===== src/rtl/imem_pkg.sv =====
// Shared constants for the instruction-memory subsystem.
// Widths are reused by the memory model and the fetch unit. The state encoding is fixed so that
// other blocks and debug tooling can decode the raw state value.
package imem_pkg;

  localparam int unsigned IMEM_ADDR_W     = 64;
  localparam int unsigned IMEM_DATA_W     = 32;
  localparam int unsigned IMEM_DEPTH_LOG2 = 8;

  localparam logic [1:0] ST_BOOT  = 2'd0;
  localparam logic [1:0] ST_RUN   = 2'd1;
  localparam logic [1:0] ST_DRAIN = 2'd2;

  typedef enum logic [1:0] {
    StBoot  = ST_BOOT,
    StRun   = ST_RUN,
    StDrain = ST_DRAIN
  } imem_state_e;

endpackage


===== src/rtl/imem_addr_check.sv =====
// Combinational address legality check for one requester.
// A byte address is bad if it is not half-word aligned or lies beyond the memory depth.
// Ports:
//   addr_i  byte address from a requester
//   bad_o   1 = address must not reach the memory
module imem_addr_check
  import imem_pkg::*;
#(
  parameter int unsigned ADDR_W     = IMEM_ADDR_W,
  parameter int unsigned DEPTH_LOG2 = IMEM_DEPTH_LOG2
) (
  input  logic [ADDR_W-1:0] addr_i,
  output logic              bad_o
);

  assign bad_o = addr_i[0] | (|addr_i[ADDR_W-1:DEPTH_LOG2+1]);

endmodule


===== src/rtl/imem_access_ctrl.sv =====
// Shares the single-port instruction memory between the boot loader (writes) and the core fetch
// unit (reads). Holds the core in reset until the image is loaded, gives fetch fixed priority in
// RUN, and forces a loader grant after MAX_WAIT consecutive denied loader cycles.
// Ports:
//   clk, rst_n                      clock, async active-low reset
//   boot_mode_i                     level request to (re)enter BOOT
//   ld_req_i/ld_addr_i/ld_data_i/ld_last_i, ld_gnt_o   loader write channel
//   if_req_i/if_addr_i, if_gnt_o    fetch request channel
//   if_rdata_o/if_rvalid_o/if_err_o registered fetch response (one cycle after if_gnt_o)
//   mem_*                           single-port memory interface (read data is combinational)
//   core_run_o                      1 = core released from reset
//   load_count_o                    words written since entering BOOT (saturating)
module imem_access_ctrl
  import imem_pkg::*;
#(
  parameter int unsigned ADDR_W     = IMEM_ADDR_W,
  parameter int unsigned DATA_W     = IMEM_DATA_W,
  parameter int unsigned DEPTH_LOG2 = IMEM_DEPTH_LOG2,
  parameter int unsigned MAX_WAIT   = 8
) (
  input  logic              clk,
  input  logic              rst_n,
  input  logic              boot_mode_i,
  input  logic              ld_req_i,
  input  logic [ADDR_W-1:0] ld_addr_i,
  input  logic [DATA_W-1:0] ld_data_i,
  input  logic              ld_last_i,
  output logic              ld_gnt_o,
  input  logic              if_req_i,
  input  logic [ADDR_W-1:0] if_addr_i,
  output logic              if_gnt_o,
  output logic [DATA_W-1:0] if_rdata_o,
  output logic              if_rvalid_o,
  output logic              if_err_o,
  output logic [ADDR_W-1:0] mem_address_o,
  output logic [DATA_W-1:0] mem_write_data_o,
  output logic              mem_write_en_o,
  output logic              mem_read_en_o,
  input  logic [DATA_W-1:0] mem_read_data_i,
  output logic              core_run_o,
  output logic [15:0]       load_count_o
);

  localparam logic [7:0] MaxWait = 8'(MAX_WAIT);

  imem_state_e       state_q;
  logic              active_q;
  logic              if_rvalid_q;
  logic              if_err_q;
  logic [DATA_W-1:0] if_rdata_q;
  logic              core_run_q;
  logic [15:0]       load_count_q;
  logic [7:0]        wait_q;

  logic ld_bad;
  logic if_bad;
  logic force_grant;

  imem_addr_check #(
    .ADDR_W     (ADDR_W),
    .DEPTH_LOG2 (DEPTH_LOG2)
  ) u_ld_check (
    .addr_i (ld_addr_i),
    .bad_o  (ld_bad)
  );

  imem_addr_check #(
    .ADDR_W     (ADDR_W),
    .DEPTH_LOG2 (DEPTH_LOG2)
  ) u_if_check (
    .addr_i (if_addr_i),
    .bad_o  (if_bad)
  );

  assign force_grant = (wait_q == MaxWait);

  // Grants are combinational; nothing is granted until the first edge after reset release.
  always_comb begin
    ld_gnt_o = 1'b0;
    if_gnt_o = 1'b0;
    if (active_q) begin
      case (state_q)
        StBoot: ld_gnt_o = ld_req_i;
        StRun: begin
          // The cycle that sees boot_mode is the transition cycle: no grants.
          if (!boot_mode_i) begin
            if_gnt_o = if_req_i & ~force_grant;
            ld_gnt_o = ld_req_i & (~if_req_i | force_grant);
          end
        end
        default: ;
      endcase
    end
  end

  // Bad addresses are still granted (acknowledged) but never reach the memory.
  assign mem_write_en_o   = ld_gnt_o & ~ld_bad;
  assign mem_read_en_o    = if_gnt_o & ~if_bad;
  assign mem_address_o    = if_gnt_o ? if_addr_i : ld_addr_i;
  assign mem_write_data_o = ld_data_i;

  always_ff @(posedge clk or negedge rst_n) begin
    if (!rst_n) begin
      state_q      <= StBoot;
      active_q     <= 1'b0;
      if_rvalid_q  <= 1'b0;
      if_err_q     <= 1'b0;
      if_rdata_q   <= '0;
      core_run_q   <= 1'b0;
      load_count_q <= '0;
      wait_q       <= '0;
    end else begin
      active_q    <= 1'b1;
      if_rvalid_q <= if_gnt_o;
      if_err_q    <= if_gnt_o & if_bad;
      if (if_gnt_o) begin
        if_rdata_q <= if_bad ? '0 : mem_read_data_i;
      end

      case (state_q)
        StBoot: begin
          wait_q <= '0;
          if (mem_write_en_o && (load_count_q != 16'hFFFF)) begin
            load_count_q <= load_count_q + 16'd1;
          end
          if (ld_gnt_o && ld_last_i && !boot_mode_i) begin
            state_q    <= StRun;
            core_run_q <= 1'b1;
          end
        end
        StRun: begin
          if (ld_req_i && !ld_gnt_o) begin
            wait_q <= wait_q + 8'd1;
          end else begin
            wait_q <= '0;
          end
          if (boot_mode_i) begin
            state_q    <= StDrain;
            core_run_q <= 1'b0;
          end
        end
        StDrain: begin
          // One idle cycle lets the last fetch response retire before BOOT.
          state_q      <= StBoot;
          load_count_q <= '0;
          wait_q       <= '0;
        end
        default: state_q <= StBoot;
      endcase
    end
  end

  assign if_rvalid_o  = if_rvalid_q;
  assign if_err_o     = if_err_q;
  assign if_rdata_o   = if_rdata_q;
  assign core_run_o   = core_run_q;
  assign load_count_o = load_count_q;

endmodule


===== config.mk =====
export PLATFORM = sky130hd
export DESIGN_NAME = imem_access_ctrl
export DESIGN_NICKNAME = d
export VERILOG_FILES = /design/src/rtl/imem_pkg.sv /design/src/rtl/imem_addr_check.sv /design/src/rtl/imem_access_ctrl.sv
export SDC_FILE = /design/constraint.sdc
export NUM_CORES = 1
export LEC_CHECK = 0
export CORE_AREA = 3 3 134 136
export DETAILED_ROUTE_END_ITERATION = 10
export DIE_AREA = 0 0 137 139
export GPL_ROUTABILITY_DRIVEN = 0
export PLACE_DENSITY = 0.59
export SKIP_LAST_GASP = 1
export SYNTH_ARGS = -nofsm -noshare
export SYNTH_HDL_FRONTEND = slang
export SYNTH_SLANG_ARGS = --single-unit

===== constraint.sdc =====
create_clock -name clk -period 3.3 [get_ports clk]
set_input_delay 0.66 -clock clk [delete_from_list [all_inputs] [get_ports clk]]
set_output_delay 0.66 -clock clk [all_outputs]
set_load 0.1 [all_outputs]

==> results list, run 1 <==
- Entering global routing, the biggest net connects 36 pins.
- Critical path peak fanout: 2
* Count of standard-cell rows: 48
- The critical path is of the in2out type.
- Nets in the synthesized netlist: 603
- Relative to the synthesized area, the layout overhead comes to 96.9%.
* Max Root-Sink Buffers: 2
* Overall power: between 2 and 3 mW
- The initial utilization of the core area, before any placement, comes to 0.233.
- Post-synthesis sequential element count: 62
- CTS tree: done
- Sequential element share of the synthesized area: 0.390
- Setup violations, final: 0
- Cell accounting for the most synthesized area: dfrtp_1
* Overall die area: ~0.019 mm²
- Timing analysis after detailed placement gives a worst setup slack of -0.167 ns.
* Leakage power figure: 3.39 nW
* Number of hold buffers added after cts: 0
- Averaged over all synthesized cells, the footprint is ~9.9 µm².
* Routed vias: 4245
- Count of cells along the worst register-to-register path: 10
- Non-Filler Instances: between 800 and 900
- Max H-tree Level: 3
- In this run the critical register-to-register path is launched from wait_q[0].
* Clock-pin slew on the worst setup and hold paths: 0.05 ns
- Global-route wire length before repair: 26300 µm
* Width of the die: ~140 µm
* Global Route Usage Sum: 0.180
* Number of global-route vias before repair: around 4300
- The worst setup path is captured at an output port.
- Max-cap violations: 0
- Predominant post-synthesis flop cell: dfrtp_1
- I/O pin count: ~350
- Count of unresolved DRC violations after routing: 0
* Hold crit path type: in2async
- Overflow after GRT: 0
* Total standard cell area after synthesis: roughly 0.004 mm²
- Number of optimization iterations in the first detailed-route pass: 4
- Sinks on the clock net: just over 60
- The die is around 140 µm tall.
* Setup slack of the worst register-to-register path: approximately 0.89 ns
- DRT antenna net count: 0
* Post-Route Utilization: 0.460
- Input/output buffers: 284
- STA puts the critical path data required time at 2.64 ns.
- The worst register-to-register path ends at if_rdata_o[9].
* Post-route cell area: ~0.0078 mm²
* Warning count from the yosys run: 0
* Insertion delay to the later sink of the worst-skew pair: ~0.32 ns
- Layout cell share with drive strength beyond 1: 0.349
- Synthesized instance count: 402
* Average routed wire per standard cell: between 20 and 25 µm
- Once placement completed, the tool counted placed cells totaling roughly 880.
- Ratio of routed vias to standard cells: 4.73
- Number of clock buffers inserted by TritonCTS: 9
- Max Clk Rate: 306 MHz
* Number of synthesized flops with an enable pin: 0
* Power Dens Cells: 333 mW/mm²
- Standard cell area after detailed placement: around 0.0075 mm²
- STA classifies the critical path startpoint as a primary input.
- Max-slew headroom at the worst pin: 0.431
* Total routed wirelength: ~18000 µm
* Share of flip-flops with an asynchronous set or reset after synthesis: 1.00
* Synth unique cells: 49
- Of the post-synthesis cell area, the dominant cell type holds 0.390.
- The first routing iteration left between 100 and 150 violations.
- For the final database, setup skew stands at between 0.002 and 0.003 ns.
- Antenna violations before repair: 2
- CTS placed an instance of clkbuf_16 at the clock tree root.
- Worst Max-Slew Pin Slew: around 0.85 ns
- After layout, the minimum clock period comes to around 3.3 ns.
* Most common library cell in the layout ignoring fill and taps: clkdlybuf4s50_1
- Data arrival time of the critical path: 2.61 ns
- The final layout contains roughly 870 nets.
* Portion of the clock cycle consumed by the worst path in the final layout: 0.990
- Run status: complete, no violations
* Top library cells by usage in the layout, fill and taps aside: clkdlybuf4s50_1 (164), buf_12 (71), buf_4 (68), dfrtp_1 (62), mux2_2 (56)
- Setup repair after global routing missed its margin: true
- Worst Slack Setup Final: between 0.03 and 0.04 ns
- Number of max-slew violations in the final report: 0
- Core ar.: roughly 0.017 mm²
* Final Hold Vio Count: 0
- In the post-synthesis netlist, the biggest area contributors are dfrtp_1 (39%), mux2_2 (16%), a22o_1 (7.0%).
- Across the VDD grid, the largest voltage drop is 201 µV.
* Detailed-placement wirelength estimate: approximately 16000 µm
## worst max-delay path, cell delays in order
cell	delay, ns
clkdlybuf4s50_1	0.46
nor4_2	0.45
nand4_1	0.19
nor4_1	0.37
nor2b_2	0.27
buf_12	0.20
## cell usage after synthesis, types with 3 or more instances
| cell type | n |
|---|---|
| a21oi_1 | 6 |
| a22o_1 | 32 |
| and2_1 | 3 |
| and3_1 | 6 |
| buf_2 | 8 |
| buf_4 | 32 |
| clkbuf_1 | 11 |
| dfrtp_1 | 62 |
| ha_1 | 3 |
| inv_1 | 6 |
| mux2_2 | 56 |
| nand2_1 | 41 |
| nand2b_1 | 4 |
| nand3_1 | 10 |
| nand4_1 | 12 |
| nor2_1 | 10 |
| nor2b_1 | 3 |
| nor4_1 | 30 |
| o211ai_1 | 4 |
| o21ai_0 | 21 |
| or3_1 | 4 |
| or4_1 | 6 |
## state kept, by name (all words and copies together) (netlist names)
| signal | flops |
|---|---|
| core_run_o | 1 |
| if_err_o | 1 |
| wait_q | 8 |
| if_rvalid_o | 1 |
| state_q | 2 |
| active_q | 1 |
| if_rdata_o | 32 |
| load_count_o | 16 |
## where the power goes
part	internal, mW	switching, mW	total (mW)
logic	0.398	0.526	0.924
registers	0.766	0.00952	0.776
clock network	0.578	0.336	0.914
total	1.74	0.872	2.61
## routing by layer
layer  global-route usage  up-vias  wire length (µm)
met1                0.202     2031              6870
met5                    0        -                 0
met2                0.321      174              9560
met4               0.0436        0               216
li1                     -     2017                 -
met3               0.0682       23              1790
## worst max path at each step
stage,from,to,slack (ns),cells after the start
5_1_grt,if_addr_i[23],mem_read_en_o,-0.11,6
6_report,if_addr_i[26],mem_read_en_o,0.03,6
4_1_cts,if_addr_i[34],mem_read_en_o,0.009,6
3_3_place_gp,if_addr_i[23],mem_read_en_o,-0.21,6
3_5_place_dp,if_addr_i[26],mem_read_en_o,-0.17,6
2_1_floorplan,wait_q[0],mem_write_en_o,-0.20,7
## cell families after synthesis
kind of cell	synth area share
AND/OR/NAND/NOR	0.205
AO/OA/AOI/OAI	0.138
flip-flops	0.390
buffers and inverters	0.0952
multiplexers	0.158
adder cells (fa/ha/maj)	0.00943
XOR/XNOR	0.00440
other	0.000942
## timing repair
item	CTS	global route
setup endpoints to repair	1	63
gates resized for setup	3	5
pin swaps	0	1
buffers inserted	0	0
## cell type report
class | count | area [µm²]
Inverter | 7 | 28.8
Clock inverter | 7 | 65.1
Timing Repair Buffer | 305 | 3590
Clock buffer | 9 | 225
Sequential cell | 62 | 1550
Antenna cell | 2 | 5.00
Fill cell | 1569 | 9220
Multi-Input combinational cell | 280 | 2090
Tap cell | 225 | 282
## through the flow
| stage | hold slack (ns) | setup TNS [ns] |
|---|---|---|
| detailed placement | 0.492 | -0.167 |
| global route | 0.480 | -0.390 |
| finish | 0.418 | 0 |
| CTS | 0.433 | 0 |
| floorplan | 0.364 | -0.202 |
| global placement | 0.491 | -0.213 |
(Power assumes the default switching activity.)
==> run 2, diff against run 1 <==
DONT_BUFFER_PORTS = 1   (was not set)
PLACE_DENSITY = 0.33   (was 0.59)
==> run 2 against run 1 <==
Routed wire length decreased by 2.7%. Cell count fell by 23%. Via count down 15%. Sequential cell count did not move. Largest cell class is now multi-input gates. Sequential share of layout area up 6.6 points. Sequential power rose by 1%. Highest routed layer unchanged. Largest power group is now the clock network. Worst setup slack gained 0.15 ns. Combinational power down 25%. Clock skew up 0.0047 ns.
==> results list, run 2 (same netlist as run 1, synthesis figures left out) <==
- In the finished design, the share of the clock period the worst path needs comes to 0.944.
* Hold crit path type: in2async
- For the pin with the worst max-slew slack, the measured transition is 0.968 ns.
- Cell-by-cell trace of the critical path: inv_1 > ha_1 > nor4bb_2 > a21boi_1 > nand4_1 > buf_4 > buf_16 > mux2_2 > buf_12
- The flow ran to the end, and the final reports show no timing, DRC or antenna violations.
* Leakage power figure: about 2.5 nW
- The clock passes through at most 2 buffers.
* Startpoint types: flip-flop
- The first TritonRoute pass finished after 4 iterations.
- Of the cells placed in the final design, the portion with a size suffix greater than 1 is 0.397.
* Maximum vdd drop: 320 µV
- Buffers placed on the I/O ports in this run total 0.
* Setup repair after global routing missed its margin: false
- Filler cell count in the final layout: 1732
* Clock-pin slew on the worst setup and hold paths: ~0.060 ns
* Core ar.: 0.0171 mm²
- Number of clock buffers inserted by TritonCTS: 9
* Global-route wire length before repair: 25000 µm
* Post-Route Utilization: 0.345
- For this block, the via count after detailed routing is 3604.
- Setup violations remaining at the end of the flow were counted as 0.
- For the worst-skew pair, the clock arrives at the later sink with an insertion delay of roughly 0.34 ns.
- DRT antenna net count: 0
- Antenna violations before repair: 0
- Dividing the detail-routed wire length by the instance count gives 26.0 µm.
* Sum of buffers and inverters on the critical path: 4
- Before CTS, the worst setup slack after placement is between 0.3 and 0.4 ns.
- Slowest stage cell on the critical path: dfrtp_1
- Once detailed placement completed, the half-perimeter wirelength came to ~14000 µm.
* Max Clk Rate: roughly 320 MHz
- DRT iter0 DRCs: about 220
- In this run the worst path has a maximum fanout of 21.
* Number of max-slew violations in the final report: 0
- Data arrival time of the critical path: 2.45 ns
- Entering global routing, the biggest net connects 83 pins.
- Max-cap violations in this run came to 0.
- For this configuration, the core starts out at a cell density of 0.233.
* Top library cells by usage in the layout, fill and taps aside: buf_12 (67), dfrtp_1 (62), mux2_2 (56), nand2_1 (41), a22o_1 (32)
* Largest delay share family, worst path: buffers and inverters
* Overall die area: approximately 0.019 mm²
* Width of the die: between 100 and 150 µm
- On the worst path, the slowest cell contributes a delay of around 0.41 ns.
- The hold violation total from the final report is 0.
- Max H-tree Level: 3
- Syn-to-layout area delta: 47.8%
- Ratio of routed vias to standard cells: between 5 and 6
* Max-slew headroom at the worst pin: 0.353
- After the last flow step, the layout net total stands at between 600 and 700.
- The floorplan has 48 rows.
* Critical Path End Type: output port
* Total routed wirelength: approximately 18000 µm
- I/O pin count: approximately 350
- Most common library cell in the layout ignoring fill and taps: buf_12
* Start-to-end type of the worst setup path: reg2out
- The cell sitting at the root of the clock tree is a clkbuf_16.
- For this design, the sink count on the clock tree is just over 60.
* Clock period minus worst slack: 3.11 ns
* Count of inserted antenna diode cells: 0
* Data required time at the worst endpoint: 2.64 ns
* Die height: approximately 140 µm
* Power Dens Cells: just over 400 mW/mm²
- Worst Slack Setup Final: approximately 0.19 ns
* Flip-flop count of the largest register after layout: 32
- Across every metal layer, demand over resource in global routing totals 0.174.
- Overflow after GRT: 0
- Count of unresolved DRC violations after routing: 0
- Overall power: 2.42 mW
* CTS tree: done
- Number of global-route vias before repair: about 3800
- Final worst clock skew: around 0.0075 ns
run 2: area by class of cell:
class | count | area (µm²) | area share
Clock buffer | 9 | 225 | 0.0382
Clock inverter | 7 | 72.6 | 0.0123
Inverter | 7 | 27.5 | 0.00467
Multi-Input combinational cell | 280 | 2070 | 0.351
Sequential cell | 62 | 1550 | 0.263
Tap cell | 225 | 282 | 0.0478
Timing Repair Buffer | 101 | 1660 | 0.282
run 2: report_power, final:
group          internal [mW]  total (mW)  leakage [nW]  switching, mW
combinational          0.228       0.689          1.54          0.461
clock                  0.585       0.951         0.142          0.366
sequential             0.766       0.785         0.858         0.0190
total                   1.58        2.42          2.54          0.847
run 2: path summary, 6_finish.rpt:
check | startpoint | endpoint | slack, ns | cells past startpoint
min reg2reg | wait_q[4] | wait_q[4] | 0.53 | 1
max | wait_q[0] | mem_address_o[50] | 0.19 | 9
min | rst_n | if_rdata_o[19] | 0.02 | 0
min in group clk | boot_mode_i | state_q[0] | 0.39 | 1
max in group asynchronous | rst_n | state_q[0] | 2.28 | 1
max reg2reg | wait_q[0] | if_rdata_o[0] | 0.74 | 11
run 2: per-layer routing:
metal	global-route usage	share of wire	up-vias
li1	-	-	1604
met1	0.206	0.39	1753
met2	0.271	0.46	209
met3	0.0900	0.12	38
met4	0.0567	0.022	0
met5	0	0	-
run 2: metrics by stage:
stage               cell area [µm²]  std cells  TNS, ns  hold WS, ns
floorplan                      3990        402   -0.202        0.364
global route                   5890        691        0      0.00119
detailed placement             5460        667        0        0.366
global placement               5460        667        0        0.366
CTS                            5780        684  -0.0597     0.000711
finish                         5890        691        0       0.0226
run 2: timing repair:
action,in CTS,in global routing
setup endpoints to repair,4,65
endpoints found under the hold margin,38,5
hold buffers,1,4
resized for setup,0,6
pin swaps,0,1
setup buffers,0,1
gates cloned,0,2
==> RTL change (config.mk and constraints of run 2) <==
The package constant `IMEM_DEPTH_LOG2` goes from 8 to 9.
--- a/src/rtl/imem_pkg.sv
+++ b/src/rtl/imem_pkg.sv
@@ -5,7 +5,7 @@
 
   localparam int unsigned IMEM_ADDR_W     = 64;
   localparam int unsigned IMEM_DATA_W     = 32;
-  localparam int unsigned IMEM_DEPTH_LOG2 = 8;
+  localparam int unsigned IMEM_DEPTH_LOG2 = 9;
 
   localparam logic [1:0] ST_BOOT  = 2'd0;
   localparam logic [1:0] ST_RUN   = 2'd1;
Formal check against the unedited RTL: not equivalent (Yosys sat finds a counterexample within 4 cycles, from zero or initial values and one cycle with rst_n low).
==> RTL change against run 2 <==
Synthesized area increased by 2.4%; sequential cell count unchanged; largest cell class unchanged; synthesized cell count decreased by 0.75%; register-to-register slack improved by 90 ps; first-iteration DRC count increased by 33%; via count decreased by 0.67%; routed wire length increased by 3.0%; global-route usage increased by 1.0 points; cell area about the same; worst setup slack got worse by 97 ps; power increased by 21%.
==> RTL change: results (changes against run 2) <==
stage	metric	value	unit	change
worst_setup_path	CP endpoint	mem_address_o[37]		
global_routing	number of global-route vias before repair	3908		+3.5%
worst_setup_path	Critical R2R Capture	if_rdata_o[21]		
routing	Via density	5.28		+1.2%
global_routing	largest net degree at the start of global routing	63		-24%
run_status	status	complete, no violations		
placement	Post-DP Area	0.00541	mm2	-0.94%
synthesis	Post-synth top cells	mux2_2, dfrtp_1, buf_4, a22o_1, nor4_1		
worst_setup_path	Crit path arrival time	2550	ps	+100 ps
routing	Starting DRT DRC Count	287		+33%
timing	clock skew	8.15	ps	+0.612 ps
final_layout	share of cells above drive strength 1	42.2	%	+2.5 points
final_layout	nets@finish	649		-2.0%
power_and_ir_drop	leakage power	2.57	nW	+1.3%
synthesis	net count after synthesis	600		-0.50%
global_routing	first-pass GRT wire length	25700	um	+2.5%
power_and_ir_drop	Peak VDD IR	272	uV	-15%
timing	Worst Tran Pin Value	996	ps	+27.6 ps
worst_setup_path	worst reg-to-reg setup slack	830	ps	+90 ps
synthesis	sequential share of the synthesized area	38.0	%	-0.92 points
global_routing	initial antenna violation count	1		+1
power_and_ir_drop	Net Sw Power	1.17	mW	+38%
cts	CTS Hold Bufs	0		-1
final_layout	fill count	1707		-1.4%
cts	clk buf depth	2		unchanged
synthesis	number of library cell types mapped by synthesis	43		-12%
timing	Hold Slack	27.6	ps	+4.99 ps
worst_setup_path	Max FO, Critical Path	18		-14%
global_routing	Global Route Usage Sum	18.4	%	+1.0 points
synthesis	synth top area cells	dfrtp_1, mux2_2, a22o_1, buf_4, nor4_1		
==> RTL change: critical path: stages, from the launching register on <==
cell and delay, ps:
dfrtp_1 380, inv_1 90, ha_1 150, nand4bb_1 110, o41ai_2 350, nand3b_1 200
buf_12 170, buf_16 170, mux2_2 580
==> RTL change: logic make-up (layout without fill, tap and decap cells) <==
group                    Yosys count  after routing  share of synthesized area (%)
other                              1              1                         0.0919
AO/OA/AOI/OAI                     75             75                           14.6
buffers and inverters             64            118                           9.48
AND/OR/NAND/NOR                  124            124                           17.8
flip-flops                        62             62                           38.0
XOR/XNOR                           2              2                          0.430
adder cells (fa/ha/maj)            3              3                          0.920
multiplexers                      68             68                           18.7
==> RTL change: worst min-delay path by stage <==
| stage | to | startpoint | cells after the start |
|---|---|---|---|
| 6_report | load_count_o[9] | rst_n | 0 |
| 5_1_grt | load_count_o[9] | rst_n | 0 |
| 4_1_cts | state_q[0] | rst_n | 0 |
| 3_5_place_dp | load_count_o[9] | rst_n | 0 |
| 3_3_place_gp | load_count_o[10] | rst_n | 0 |
| 2_1_floorplan | active_q | rst_n | 0 |
==> RTL change: final cells by class <==
| type | instances | area, um2 | area share (%) |
|---|---|---|---|
| clock buffers | 10 | 239 | 4.06 |
| clock inverters | 6 | 85.1 | 1.44 |
| inverters | 6 | 22.5 | 0.382 |
| multi-input cells | 273 | 2180 | 37.0 |
| flip-flops and latches | 62 | 1550 | 26.3 |
| well taps | 225 | 282 | 4.78 |
| repair buffers | 96 | 1530 | 26.0 |
==> RTL change: metal layers <==
layer  vias up  routed length, um  GRT usage (%)
li1       1590                  -              -
met1      1729               6510           20.5
met2       224               9570           31.5
met3        37               1450           4.57
met4         0                959           10.5
met5         -                  0              0
==> RTL change: power groups by stage <==
stage | Clock [mW] | Combinational (mW) | Sequential, mW
final | 1.03 | 1.08 | 0.830
after global routing | 1.08 | 1.12 | 0.835
after CTS | 1.06 | 1.09 | 0.830
after detailed placement | 0 | 1.08 | 0.844
after global placement | 0 | 1.08 | 0.843
after floorplan | 0 | 0.677 | 1.13
==> RTL change: stage by stage <==
step	setup TNS, ps	setup WS, ps	cells
after detailed placement	-3.17	-3.17	653
after CTS	0	17.0	672
after floorplan	-272	-272	399
after global routing	-1410	-44.9	678
final	0	88.7	678
after global placement	-5.47	-5.47	653
==> RTL change: repair_timing <==
item / in CTS / in global routing
gates resized for setup: 1 / 5
pin swaps: 0 / 3
setup buffers: 2 / 4
cloned: 1 / 2
endpoints found under the setup margin: 65 / 41
